===== src/rtl/modulo_folder_if.sv =====
// Sample/result bundle for the modulo folder: the producer drives en/x,
// the folder returns residue, fold counts and status flags.
interface modulo_folder_if #(
  parameter int IN_RES  = 20,
  parameter int OUT_RES = 16,
  parameter int K_RES   = 8
);
  logic                      en;
  logic signed [IN_RES-1:0]  x;
  logic signed [OUT_RES-1:0] residue;
  logic signed [K_RES-1:0]   fold;
  logic signed [K_RES-1:0]   kn;
  logic                      valid;
  logic                      busy;
  logic                      ovf;
  logic                      miss;

  modport master (
    output en, x,
    input  residue, fold, kn, valid, busy, ovf, miss
  );

  modport slave (
    input  en, x,
    output residue, fold, kn, valid, busy, ovf, miss
  );
endinterface


===== src/rtl/modulo_folder.sv =====
// Self-reflexive modulo encoder: folds a wide signed sample into
// [-LAMBDA, LAMBDA) one 2*LAMBDA step per cycle, reporting fold count and Kn.
module modulo_folder #(
  parameter int IN_RES    = 20,
  parameter int OUT_RES   = 16,
  parameter int LAMBDA    = 4096,
  parameter int K_RES     = 8,
  parameter int MAX_FOLDS = 15
) (
  input  logic            clk,
  input  logic            reset,
  modulo_folder_if.slave  bus
);

  localparam int ACC_W = IN_RES + 2;

  localparam logic signed [ACC_W-1:0]   LAM_POS = ACC_W'(LAMBDA);
  localparam logic signed [ACC_W-1:0]   LAM_NEG = ACC_W'(-LAMBDA);
  localparam logic signed [ACC_W-1:0]   STEP    = ACC_W'(2 * LAMBDA);
  localparam logic signed [K_RES-1:0]   K_MAX   = K_RES'(MAX_FOLDS);
  localparam logic signed [K_RES-1:0]   K_ONE   = K_RES'(1);
  localparam logic signed [OUT_RES-1:0] RES_HI  = OUT_RES'(LAMBDA - 1);
  localparam logic signed [OUT_RES-1:0] RES_LO  = OUT_RES'(-LAMBDA);

  typedef enum logic [0:0] {
    IDLE = 1'b0,
    FOLD = 1'b1
  } state_t;

  state_t                    state_r, state_s;
  logic signed [ACC_W-1:0]   acc_r, acc_s;
  logic signed [K_RES-1:0]   k_r, k_s;
  logic signed [K_RES-1:0]   k_prev_r, k_prev_s;
  logic signed [K_RES-1:0]   k_abs_s;
  logic                      at_max_s;
  logic signed [OUT_RES-1:0] residue_r, residue_s;
  logic signed [K_RES-1:0]   fold_r, fold_s;
  logic signed [K_RES-1:0]   kn_r, kn_s;
  logic                      valid_r, valid_s;
  logic                      busy_r, busy_s;
  logic                      ovf_r, ovf_s;
  logic                      miss_r, miss_s;

  // Next-state, fold step and finalisation logic
  always_comb begin
    state_s   = state_r;
    acc_s     = acc_r;
    k_s       = k_r;
    k_prev_s  = k_prev_r;
    residue_s = residue_r;
    fold_s    = fold_r;
    kn_s      = kn_r;
    valid_s   = 1'b0;
    ovf_s     = ovf_r;
    miss_s    = miss_r;
    k_abs_s   = k_r[K_RES-1] ? -k_r : k_r;
    at_max_s  = (k_abs_s >= K_MAX);

    case (state_r)
      IDLE: begin
        if (bus.en) begin
          acc_s   = {{2{bus.x[IN_RES-1]}}, bus.x};
          k_s     = '0;
          state_s = FOLD;
        end else begin
          state_s = IDLE;
        end
      end
      FOLD: begin
        // A new sample arriving mid-fold is dropped, never merged
        miss_s = miss_r | bus.en;
        if ((acc_r >= LAM_POS) && !at_max_s) begin
          acc_s = acc_r - STEP;
          k_s   = k_r + K_ONE;
        end else if ((acc_r < LAM_NEG) && !at_max_s) begin
          acc_s = acc_r + STEP;
          k_s   = k_r - K_ONE;
        end else begin
          state_s  = IDLE;
          valid_s  = 1'b1;
          fold_s   = k_r;
          kn_s     = k_r - k_prev_r;
          k_prev_s = k_r;
          if (acc_r >= LAM_POS) begin
            residue_s = RES_HI;
            ovf_s     = 1'b1;
          end else if (acc_r < LAM_NEG) begin
            residue_s = RES_LO;
            ovf_s     = 1'b1;
          end else begin
            residue_s = acc_r[OUT_RES-1:0];
          end
        end
      end
      default: begin
        state_s = IDLE;
      end
    endcase

    busy_s = (state_s == FOLD);
  end

  // State and output registers with synchronous reset
  always_ff @(posedge clk) begin
    if (reset) begin
      state_r   <= IDLE;
      acc_r     <= '0;
      k_r       <= '0;
      k_prev_r  <= '0;
      residue_r <= '0;
      fold_r    <= '0;
      kn_r      <= '0;
      valid_r   <= 1'b0;
      busy_r    <= 1'b0;
      ovf_r     <= 1'b0;
      miss_r    <= 1'b0;
    end else begin
      state_r   <= state_s;
      acc_r     <= acc_s;
      k_r       <= k_s;
      k_prev_r  <= k_prev_s;
      residue_r <= residue_s;
      fold_r    <= fold_s;
      kn_r      <= kn_s;
      valid_r   <= valid_s;
      busy_r    <= busy_s;
      ovf_r     <= ovf_s;
      miss_r    <= miss_s;
    end
  end

  assign bus.residue = residue_r;
  assign bus.fold    = fold_r;
  assign bus.kn      = kn_r;
  assign bus.valid   = valid_r;
  assign bus.busy    = busy_r;
  assign bus.ovf     = ovf_r;
  assign bus.miss    = miss_r;

endmodule


===== src/flat_wrapper.sv =====
// flat-port wrapper written by rule: the top's interface ports become plain ports
module modulo_folder_flat 
#(
  parameter int IN_RES    = 20,
  parameter int OUT_RES   = 16,
  parameter int LAMBDA    = 4096,
  parameter int K_RES     = 8,
  parameter int MAX_FOLDS = 15
)
  (clk, reset, bus_en, bus_x, bus_residue, bus_fold, bus_kn, bus_valid, bus_busy, bus_ovf, bus_miss);
  modulo_folder_if #(.IN_RES(IN_RES), .OUT_RES(OUT_RES), .K_RES(K_RES)) bus_i ();
  input  logic clk;
  input  logic reset;
  input wire logic [$bits(bus_i.en)-1:0] bus_en;
  input wire logic [$bits(bus_i.x)-1:0] bus_x;
  output wire logic [$bits(bus_i.residue)-1:0] bus_residue;
  output wire logic [$bits(bus_i.fold)-1:0] bus_fold;
  output wire logic [$bits(bus_i.kn)-1:0] bus_kn;
  output wire logic [$bits(bus_i.valid)-1:0] bus_valid;
  output wire logic [$bits(bus_i.busy)-1:0] bus_busy;
  output wire logic [$bits(bus_i.ovf)-1:0] bus_ovf;
  output wire logic [$bits(bus_i.miss)-1:0] bus_miss;
  assign bus_i.en = bus_en;
  assign bus_i.x = bus_x;
  assign bus_residue = bus_i.residue;
  assign bus_fold = bus_i.fold;
  assign bus_kn = bus_i.kn;
  assign bus_valid = bus_i.valid;
  assign bus_busy = bus_i.busy;
  assign bus_ovf = bus_i.ovf;
  assign bus_miss = bus_i.miss;
  modulo_folder #(.IN_RES(IN_RES), .OUT_RES(OUT_RES), .LAMBDA(LAMBDA), .K_RES(K_RES), .MAX_FOLDS(MAX_FOLDS)) u_core (.clk(clk), .reset(reset), .bus(bus_i));
endmodule

===== config.mk =====
export PLATFORM = sky130hd
export DESIGN_NAME = modulo_folder_flat
export DESIGN_NICKNAME = d
export VERILOG_FILES = /design/src/rtl/modulo_folder_if.sv /design/src/rtl/modulo_folder.sv /design/src/flat_wrapper.sv
export SDC_FILE = /design/constraint.sdc
export NUM_CORES = 1
export LEC_CHECK = 0
export BUFFER_PORTS_ARGS = -buffer_cell sky130_fd_sc_hd__buf_2
export CORE_UTILIZATION = 30
export DETAILED_ROUTE_END_ITERATION = 10
export SYNTH_ARGS = -nofsm -noshare
export SYNTH_HDL_FRONTEND = slang
export SYNTH_SLANG_ARGS = --single-unit

===== constraint.sdc =====
create_clock -name clk -period 3.82 [get_ports clk]
set_input_delay 0.764 -clock clk [delete_from_list [all_inputs] [get_ports clk]]
set_output_delay 0.764 -clock clk [all_outputs]
set_load 0.01 [all_outputs]

==> out/results.txt <==
Status: finished clean
CTS tree: done
Minimum clock period: 3.55 ns
Total wire length: 8180 um
Distinct cells, synth: 48
Port-buffer cells: 58
Wire per inst: 13.5 um
Most frequent cells in the layout: nand2_1 (65), dfxtp_1 (64), buf_2 (58)
Setup crit end kind: register
Setup tns final: 0 ns
Max-cap viol count: 0
Least-Margin Pin Slew: 1.15 ns
Hold Violations, Final: 0
Placeable core area: 11000 sq um
Layout cells sized above 1: 0.215
CTS resizes: 0
Final Cycle Share: 0.930
Final core utilization: 0.374
Critical Path RT: 4.00 ns
DRT Pass-1 Iters: 4
Wire length of the first global-routing pass: 13400 um
Setup Skew: 0.00718 ns
Sequential element share of the synthesized area: 0.383
Async SR Flop Fraction: 0
Antenna-violating nets left: 0
Area post-placement: 3820 sq um
Max Clk Rate: 281 MHz
LEAKAGE: 0.00172 uW
Mapped Avg Cell Area: 8.47 sq um
Yosys Warn Count: 0
DR DRC count: 0
Leading cell type in the layout, fill and taps excluded: nand2_1
Postcts setup bufs: 0
Pin count of the biggest net entering global routing: 32
CTS sink cnt: 66
Final Instance Area: 4130 sq um
Flop pwr share: 0.248
I/O pin cnt: 59
1st-iter DRT viols: 136
Clock latency on the worst-skew pair: 0.32 ns
Power Internal: 2400 uW
Cell area after synthesis: 3450 sq um
Crit-path max FO: 9
CTS Hold Bufs: 0
Synthesis-stage register bit count: 66
Final Power: 4180 uW
Row Count: 38
Root buf cell: clkbuf_16
Nets: 508
Switching share of power: 0.426
Unrepaired setup endpoints after global routing: no
Crit Path Class: register to register
Syn_nets: 454
Peak supply drop: 358 uV
Mapped Cells: 407
Initial Util: 0.313
Setup violators final: 0
Logic pwr share: 0.559
Vias in the first global route: 2802
Net switching power: 1780 uW
Hold WC Path Type: register to register
Power share of the clock group: 0.193
Die height: 109 um
Rel. slew slack: 0.234
Total GRT Usage: 0.143
Number of antenna diodes: 0
PwrDens: 1010 nW/um^2
Post-synth EDFFs: 0
Nature of the critical path startpoint: register
Initial antenna violation count: 0
Die Area: 11900 sq um
TritonCTS buffer count: 9
Synthesis-to-finish area growth: 19.7%
Gpl congestion: 0.825
Clock slew at the register clock pins of the worst setup and hold paths: 0.05 ns
Hpwl dp: 5910 um
Max Slew Vio Count: 0
WP data arrival: 3.73 ns
Vias after detailed routing: 2963
CTS max path bufs: 2
Post-synth top flop: dfxtp_1
H-tree levels: 3
Vias per std cell: 4.90
Die W: 109 um
Congestion Overflow GR: 0
final timing paths:
path	startpoint	end	cells after the start	slack, ns
min	u_core.bus.kn[3]	u_core.bus.kn[3]	2	0.45
max reg2reg	u_core.k_r[1]	u_core.k_r[7]	14	0.27
min reg2reg	u_core.bus.kn[3]	u_core.bus.kn[3]	2	0.45
max	u_core.k_r[1]	u_core.k_r[7]	14	0.27
per-stage QoR:
stage / hold slack [ns] / cells / setup slack [ns]
floorplan: 0.437 / 407 / 0.302
global placement: 0.438 / 590 / 0.212
detailed placement: 0.445 / 590 / 0.179
CTS: 0.452 / 605 / 0.153
global route: 0.468 / 605 / 0.0413
finish: 0.450 / 605 / 0.268
power groups by stage:
| stage | sequential, uW | combinational (uW) | clock [uW] |
|---|---|---|---|
| finish | 1040 | 2330 | 807 |
| global route | 1060 | 2620 | 852 |
| CTS | 1030 | 2310 | 830 |
| detailed placement | 1050 | 2300 | 0 |
| global placement | 1050 | 2260 | 0 |
| floorplan | 1010 | 1850 | 0 |
final cells by class:
class | instances | area (sq um)
Clock buffer | 10 | 239
Fill cell | 1132 | 6900
Sequential cell | 66 | 1320
Tap cell | 140 | 175
Clock inverter | 5 | 55.1
Multi-Input combinational cell | 306 | 1950
Inverter | 14 | 52.6
Timing Repair Buffer | 64 | 335
registers in the layout, summed over array words and instances, names as in the netlist:
register / flops
u_core.bus.kn: 8
u_core.state_r: 1
u_core.acc_r: 22
u_core.bus.residue: 16
u_core.k_prev_r: 8
u_core.bus.miss: 1
u_core.k_r: 8
u_core.bus.valid: 1
u_core.bus.ovf: 1
cell usage after synthesis (all sizes together) (2+ instances only):
cell | number | share of area
and2 | 3 | 0.0062
a21o | 6 | 0.013
o41ai | 2 | 0.0051
fa | 3 | 0.017
or3 | 2 | 0.0036
nor4 | 2 | 0.0080
clkbuf | 9 | 0.0098
xor2 | 7 | 0.018
nand4b | 3 | 0.0076
buf | 12 | 0.030
o21bai | 2 | 0.0044
nor2b | 10 | 0.018
a211oi | 9 | 0.025
o2bb2ai | 12 | 0.030
nor3 | 3 | 0.0044
nand3 | 3 | 0.0058
ha | 21 | 0.076
a31oi | 8 | 0.015
nand4 | 2 | 0.0036
xnor2 | 11 | 0.028
mux2i | 4 | 0.012
o21a | 2 | 0.0044
nor2 | 48 | 0.054
nand2b | 4 | 0.0073
o21ai | 12 | 0.017
inv | 14 | 0.015
nand2 | 69 | 0.078
dfxtp | 66 | 0.38
a21oi | 48 | 0.070
critical path, stage by stage, from the launching register on:
cell,delay (ns)
dfxtp_2,0.40
inv_1,0.13
ha_1,0.30
a21o_1,0.18
a32o_1,0.27
nor4_4,0.24
nand2_2,0.20
ha_1,0.32
a21o_1,0.19
a311o_1,0.37
a211oi_1,0.24
o21bai_1,0.10
xnor2_1,0.18
mux2i_1,0.20
a21oi_1,0.08
cell families (layout without fill, tap and decap cells):
logic type | after synthesis | count (layout) | synth area share
fa+ha+maj | 24 | 24 | 0.0936
compound gates | 108 | 108 | 0.206
simple gates | 151 | 151 | 0.202
mux | 5 | 5 | 0.0149
xor+xnor | 18 | 18 | 0.0457
flops | 66 | 66 | 0.383
buf+inv | 35 | 93 | 0.0548
routing by layer:
layer | vias to the layer above | wire length (um) | track usage
met1 | 1371 | 4090 | 0.195
met4 | 0 | 125 | 0.0562
met3 | 10 | 406 | 0.0281
li1 | 1509 | - | -
met2 | 73 | 3560 | 0.222
met5 | - | 0 | 0
No activity file was read; power rests on OpenSTA's default activity.
